<file path="src/rtl/ram_sync_clr.sv">
// Single-clock RAM with lane write masks, selectable read-during-write policy
// and a sequencer that fills every word with CLEAR_VALUE after reset or on request.
module ram_sync_clr #(
   parameter int                   ADDR_BITS   = 8,
   parameter int                   DATA_BITS   = 8,
   parameter int                   LANES       = 1,
   parameter bit                   BYPASS      = 1'b1,
   parameter logic [DATA_BITS-1:0] CLEAR_VALUE = '0
) (
   input  logic                 clk,
   input  logic                 rst,
   input  logic                 clr_start,
   output logic                 busy,
   input  logic                 rd_en,
   input  logic [ADDR_BITS-1:0] rd_addr,
   output logic [DATA_BITS-1:0] rd_data,
   output logic                 rd_valid,
   input  logic                 wr_en,
   input  logic [ADDR_BITS-1:0] wr_addr,
   input  logic [DATA_BITS-1:0] wr_data,
   input  logic [LANES-1:0]     wr_mask
);

   localparam int DEPTH     = 2 ** ADDR_BITS;
   localparam int LANE_BITS = DATA_BITS / LANES;

   typedef enum logic {
      ST_CLEAR = 1'b0,
      ST_READY = 1'b1
   } state_e;

   state_e                 state_q, state_d;
   logic [ADDR_BITS-1:0]   clr_addr_q, clr_addr_d;

   logic [DATA_BITS-1:0]   mem_q [DEPTH];

   logic                   mem_we;
   logic [ADDR_BITS-1:0]   mem_waddr;
   logic [DATA_BITS-1:0]   mem_wdata;
   logic [LANES-1:0]       mem_wmask;
   logic                   port_active;

   logic [DATA_BITS-1:0]   rd_word;
   logic [DATA_BITS-1:0]   rd_merged;
   logic                   bypass_hit;
   logic [DATA_BITS-1:0]   rd_data_q, rd_data_d;
   logic                   rd_valid_q, rd_valid_d;

   // ------------------------------------------------------------------
   // Sequencer state
   // ------------------------------------------------------------------
   always_ff @(posedge clk) begin
      if (rst) begin
         state_q    <= ST_CLEAR;
         clr_addr_q <= '0;
      end else begin
         state_q    <= state_d;
         clr_addr_q <= clr_addr_d;
      end
   end

   // The clear sequencer owns the single write port while it runs.
   always_comb begin
      state_d     = state_q;
      clr_addr_d  = clr_addr_q;
      mem_we      = 1'b0;
      mem_waddr   = wr_addr;
      mem_wdata   = wr_data;
      mem_wmask   = wr_mask;
      port_active = 1'b0;
      case (state_q)
         ST_CLEAR: begin
            mem_we     = 1'b1;
            mem_waddr  = clr_addr_q;
            mem_wdata  = CLEAR_VALUE;
            mem_wmask  = '1;
            clr_addr_d = clr_addr_q + 1'b1;
            if (clr_addr_q == {ADDR_BITS{1'b1}}) begin
               state_d = ST_READY;
            end
         end
         ST_READY: begin
            port_active = 1'b1;
            mem_we      = wr_en;
            if (clr_start) begin
               state_d    = ST_CLEAR;
               clr_addr_d = '0;
            end
         end
         default: begin
            state_d    = ST_CLEAR;
            clr_addr_d = '0;
         end
      endcase
   end

   assign busy = (state_q == ST_CLEAR);

   // ------------------------------------------------------------------
   // Storage: reset never writes, it only restarts the sequencer
   // ------------------------------------------------------------------
   always_ff @(posedge clk) begin
      if (mem_we && !rst) begin
         for (int li = 0; li < LANES; li++) begin
            if (mem_wmask[li]) begin
               mem_q[mem_waddr][li*LANE_BITS +: LANE_BITS] <= mem_wdata[li*LANE_BITS +: LANE_BITS];
            end
         end
      end
   end

   // ------------------------------------------------------------------
   // Read port
   // ------------------------------------------------------------------
   assign rd_word = mem_q[rd_addr];

   generate
      for (genvar gi = 0; gi < LANES; gi++) begin : g_lane_merge
         assign rd_merged[gi*LANE_BITS +: LANE_BITS] = wr_mask[gi]
                                                     ? wr_data[gi*LANE_BITS +: LANE_BITS]
                                                     : rd_word[gi*LANE_BITS +: LANE_BITS];
      end
   endgenerate

   assign bypass_hit = BYPASS && wr_en && (wr_addr == rd_addr);

   always_comb begin
      rd_data_d  = rd_data_q;
      rd_valid_d = 1'b0;
      if (port_active && rd_en) begin
         rd_valid_d = 1'b1;
         rd_data_d  = bypass_hit ? rd_merged : rd_word;
      end
   end

   always_ff @(posedge clk) begin
      if (rst) begin
         rd_data_q  <= '0;
         rd_valid_q <= 1'b0;
      end else begin
         rd_data_q  <= rd_data_d;
         rd_valid_q <= rd_valid_d;
      end
   end

   assign rd_data  = rd_data_q;
   assign rd_valid = rd_valid_q;

endmodule

</file>
<file path="config.mk">
export PLATFORM = sky130hd
export DESIGN_NAME = ram_sync_clr
export DESIGN_NICKNAME = d
export VERILOG_FILES = /design/src/rtl/ram_sync_clr.sv
export SDC_FILE = /design/constraint.sdc
export NUM_CORES = 2
export LEC_CHECK = 0
export ABC_AREA = 1
export CAP_MARGIN = 5
export CORE_MARGIN = 2
export CORE_UTILIZATION = 52
export CTS_CLUSTER_SIZE = 14
export DETAILED_ROUTE_END_ITERATION = 7
export GPL_TIMING_DRIVEN = 0
export PLACE_DENSITY = 0.67
export SYNTH_ARGS = -nofsm -noshare
export SYNTH_HDL_FRONTEND = slang
export SYNTH_SLANG_ARGS = --single-unit
</file>
<file path="constraint.sdc">
create_clock -name clk -period 7.5 [get_ports clk]
set_clock_uncertainty 0.15 [all_clocks]
set_input_delay 2.25 -clock clk [delete_from_list [all_inputs] [get_ports clk]]
set_output_delay 2.25 -clock clk [all_outputs]
set_load 0.01 [all_outputs]
</file>
Yosys cells after proc, flatten, opt, wreduce, memory -nomap -nowiden --
Memory sizes are Yosys's and may differ from the RTL's. Index checks and enable logic that the tools add are counted.
Word-level totals: output and inout port bits 10, memory bits (writable) 2048, input bits 30, logic and storage cells 30, memories 1, bits in registers 18
Operators by class: eq/ne operators 3, bitwise logic cells 1, multiplexer cells 16, add/sub/neg operators 1, reductions and logical operators 4
Memory list:
- mem_q | words 256, bits a word 8, rd ports 1, clocked after memory_dff 0, wr ports 1, RTL line 35 | logic [DATA_BITS-1:0] mem_q [DEPTH];
Operator list (count):
- 8-bit 2-to-1 mux | 5
- 8-bit case mux with 2 select lines | 1
- 8-bit by 1-bit adder with 8-bit output, second input constant | 1
- 8-bit == test | 1
- 8-bit == test, second input constant | 1
- 1-bit 2-to-1 mux | 8
- 1-bit case mux with 2 select lines | 2
- 1-bit logical AND | 3
- 2-bit inequality test, second input constant | 1
- 1-bit logical NOT | 1
- 1-bit inverter | 1

Depth between registers and ports, before layout --
depth after elaboration 5, depth in mapped cells 17, depth with buffers taken out 13

Least setup slack after synthesis --
OpenSTA, ideal clock, no wires.
kind input to register, start point input wr_data[0], end point memory mem_q[0][0], data pin, buffers on the path 0, path slack 1.518 ns, required time 6.577 ns, cell stages on the path 2, arrival time 5.058 ns, setup time 0.773 ns, cell sequence nand2_1 > inv_1
On the way: word-level cells in the longest chain between the ends 1
RTL lines:
- start, declared | RTL line 20 | input logic [DATA_BITS-1:0] wr_data,
- 8-bit 2-to-1 mux | RTL line 71 | case (state_q)
- via mem_wdata[0] | RTL line 39 | logic [DATA_BITS-1:0] mem_wdata;
- end, declared | RTL line 35
The timed path passes the listed nets, and every way through them passes these cells.

Final worst setup path --
start point input rd_addr[3], end point register rd_data_q[4], in the netlist rd_data[4]
On the way: word-level cells in the longest chain between the ends 3, elaborated cells between the ends (all ways) 5
RTL lines:
- start, declared | RTL line 15 | input logic [ADDR_BITS-1:0] rd_addr,
- memory 256 x 8 bit / 8-bit == test (equally long branches)
- 8-bit 2-to-1 mux / 1-bit logical AND (equally long branches) | RTL line 120, 125
- 8-bit 2-to-1 mux (*) | RTL line 132 | rd_data_d = bypass_hit ? rd_merged : rd_word;
- end signal, assigned | RTL line 141 | rd_data_q <= rd_data_d;
- end, declared | RTL line 46 | logic [DATA_BITS-1:0] rd_data_q, rd_data_d;
Every way passes the cells marked *; elsewhere a longest branch is shown, timed or not. A chain may end at the register's enable or synchronous reset.

==> flow_metrics.tcl <==
set metrics [dict create \
    coreArea_sq_mm 0.161 \
    synth.avg_cell_area_sq_um 11.8 \
    endpoint_kind "register" \
    yosysTopAreaCellShare 0.731 \
    grt_overflow 0 \
    cap_violations 3 \
    rr_worst_depth 8 \
    powerDensity_mw_per_mm2 259 \
    status "complete, but fails checks" \
    hp-class "register to register" \
    fin_area_sq_mm 0.0943 \
    clkPwrFrac 0.425 \
    routabilityCongestion 1.04 \
    drive_above_1_share 0.0880 \
    synth_area_leader_cell "edfxtp_1" \
    totalWireLength_um 321000 \
    start_util 0.524 \
    cts_root_buffer "clkbuf_16" \
    critical_path_class "input port to register" \
    grt_pass1_wl_um 437000 \
    fin_crit_ns 6.59 \
    final_cell_mix "nand2_1, edfxtp_1, nand3_1" \
    fin_crit_sh 0.878 \
    die_x_um 406 \
    grt_usage 0.387 \
    finalSetupTns_ns 0 \
    dp_slack_ns 0.424 \
    dp_hpwl_um 216000 \
    p_switching_w 0.00579 \
    avgRoutedWirePerCell_um 33.1 \
    cts_tree "built" \
    grt_max_degree 161 \
    layout_commonest_cell "nand2_1" \
    final-setup-viol-count 0 \
    syn_area_sq_mm 0.0841 \
    syn_to_final_growth_pct 12.1 \
    p_seq_frac 0.513 \
    slew_violations 32 \
    die_y_um 406 \
    critPathRequiredTime_ns 8.06 \
    synth_cell_types 31 \
    drc 0 \
    first_pass_iters 7 \
    tightest_slew_ns 1.54 \
    ys_ff_latch 2066 \
    syn-num-nets 7151 \
    slew_headroom -0.0267 \
    grt_pass1_vias 56900 \
    drt-vias-per-instance 6.48 \
    finalNonFillerCells 9727 \
    post_dp_cell_area_sq_mm 0.0875 \
    yosysWarnings 0 \
    layout_setup_ws_ns 0.915 \
    switching_share 0.237 \
    combPwrFrac 0.062 \
    port_buffers 32 \
    dpl.cell_count 9324 \
    fmax_ghz 0.152 \
    hold_viol 0 \
    clkLatencyLatePin_ns 0.88 \
    seq_area_frac_synth 0.735 \
    crit_path_start_kind "input port" \
    violations "max-capacitance violations, max-slew violations" \
    p_leak_nw 34.7 \
    vias 63100 \
    grt_antenna_before_repair 29 \
    clk_pin_slew_worst_paths_ns 0.06 \
    p_int_w 0.0186 \
    cts_setup_buffers 0 \
    ant_nets 0 \
    crit_arrival_ns 7.15 \
    whs_path_depth 2 \
    num_rows 147 \
    cts_sinks 2066 \
    synth_area_leaders "edfxtp_1, nand3_1, nand2_1, buf_2, nor2_1" \
    peakVddDrop_mv 0.284 \
    rsz0062_at_grt "false" \
    clockBufferDepth 3 \
    htreeDepth 4 \
    io_pins 40 \
    cts_buffers 206 \
    post_cts_resized 0 \
    syn_inst 7120 \
    cts_hold_buffers 0 \
    worstPathMaxFanout 10 \
    drtIter0Drc 12000 \
    dieArea_sq_mm 0.165 \
    num-nets-final 7404 \
]
## synthesized netlist by cell type
cell / instances
nand2_1: 2163
edfxtp_1: 2048
nand3_1: 2027
nor2_1: 292
buf_2: 289
clkbuf_1: 118
buf_1: 34
inv_1: 28
buf_4: 24
buf_6: 23
a21oi_1: 18
dfxtp_1: 18
o21ai_0: 6
inv_2: 4
nand4_1: 3
clkinv_1: 2
inv_4: 2
nor3_1: 2
nor3_2: 2
nor4_1: 2
o21a_1: 2
o22ai_1: 2
or2_1: 2
xor2_1: 2
a211oi_1: 1
a21oi_2: 1
a221oi_1: 1
ha_1: 1
o21ai_1: 1
o311a_1: 1
o31ai_1: 1
## sequential cells by signal (all words and copies together), names as in the netlist
| name | cells |
|---|---|
| mem_q | 2048 |
| clr_addr_q | 8 |
| rd_data | 8 |
| rd_valid | 1 |
| state_q | 1 |
## metal layers
layer | wire length [um] | part of all wire | global-route usage | vias up
li1 | - | - | - | 25800
met1 | 113000 | 0.35 | 0.516 | 30500
met2 | 133000 | 0.42 | 0.538 | 5631
met3 | 53600 | 0.17 | 0.159 | 1054
met4 | 21000 | 0.065 | 0.214 | 30
met5 | 253 | 0.00079 | 0 | -
## final timing paths
check | startpoint | endpoint | slack (ns)
max | rd_addr[3] | rd_data[4]$_SDFFE_PP0P_ | 0.91
min | rd_data[7]$_SDFFE_PP0P_ | rd_data[7]$_SDFFE_PP0P_ | 0.33
max reg2reg | state_q$_SDFF_PP0_ | mem_q[22][6]$_DFFE_PP_ | 2.64
min reg2reg | rd_data[7]$_SDFFE_PP0P_ | rd_data[7]$_SDFFE_PP0P_ | 0.33
## layout make-up
type | instances | area, sq um
inverter | 36 | 200
buffer | 488 | 2480
tap | 2160 | 2700
fill | 12800 | 66300
antenna | 21 | 52.6
clock inverter | 124 | 1240
sequential | 2066 | 61900
clock buffer | 257 | 5410
timing repair buffer | 45 | 662
multi-input combinational | 4530 | 19700
## per-stage QoR
step | hold slack (ns) | total power [W] | utilization
2_1_floorplan | 0.291 | 0.0135 | -
3_3_place_gp | 0.312 | 0.0141 | 0.543
3_5_place_dp | 0.314 | 0.0142 | 0.545
4_1_cts | 0.326 | 0.0242 | 0.587
5_1_grt | 0.344 | 0.0247 | 0.587
6_report | 0.326 | 0.0244 | 0.587
## worst max-delay path, stage by stage
cell	delay, ns
clkdlybuf4s50_1	0.73
inv_1	0.37
clkbuf_1	0.97
clkbuf_1	1.00
nand3_1	0.33
nand3_1	0.30
nand3_1	0.11
nand3_1	0.30
nand2_1	0.09
nand2_1	0.06
nand3_1	0.34
nand2_1	0.17
a21oi_1	0.08
## kinds of logic after synthesis
group,Yosys count,synth area share
AOI/OAI and AO/OA,34,0.00232
xor gates and xnor gates,2,0.000208
adders and majority gates,1,0.000149
buffers and inverters,524,0.0309
DFF,2066,0.735
and+or+nand+nor,4493,0.231
## power by group through the flow
stage | Clock, W | Sequential (W) | Combinational, W
after global routing | 0.0107 | 0.0125 | 0.00151
after global placement | 0 | 0.0127 | 0.00140
after floorplan | 0 | 0.0127 | 0.000707
after detailed placement | 0 | 0.0127 | 0.00141
final | 0.0104 | 0.0125 | 0.00152
after CTS | 0.0103 | 0.0125 | 0.00141
Note: power is estimated with default switching activity, not from simulation.
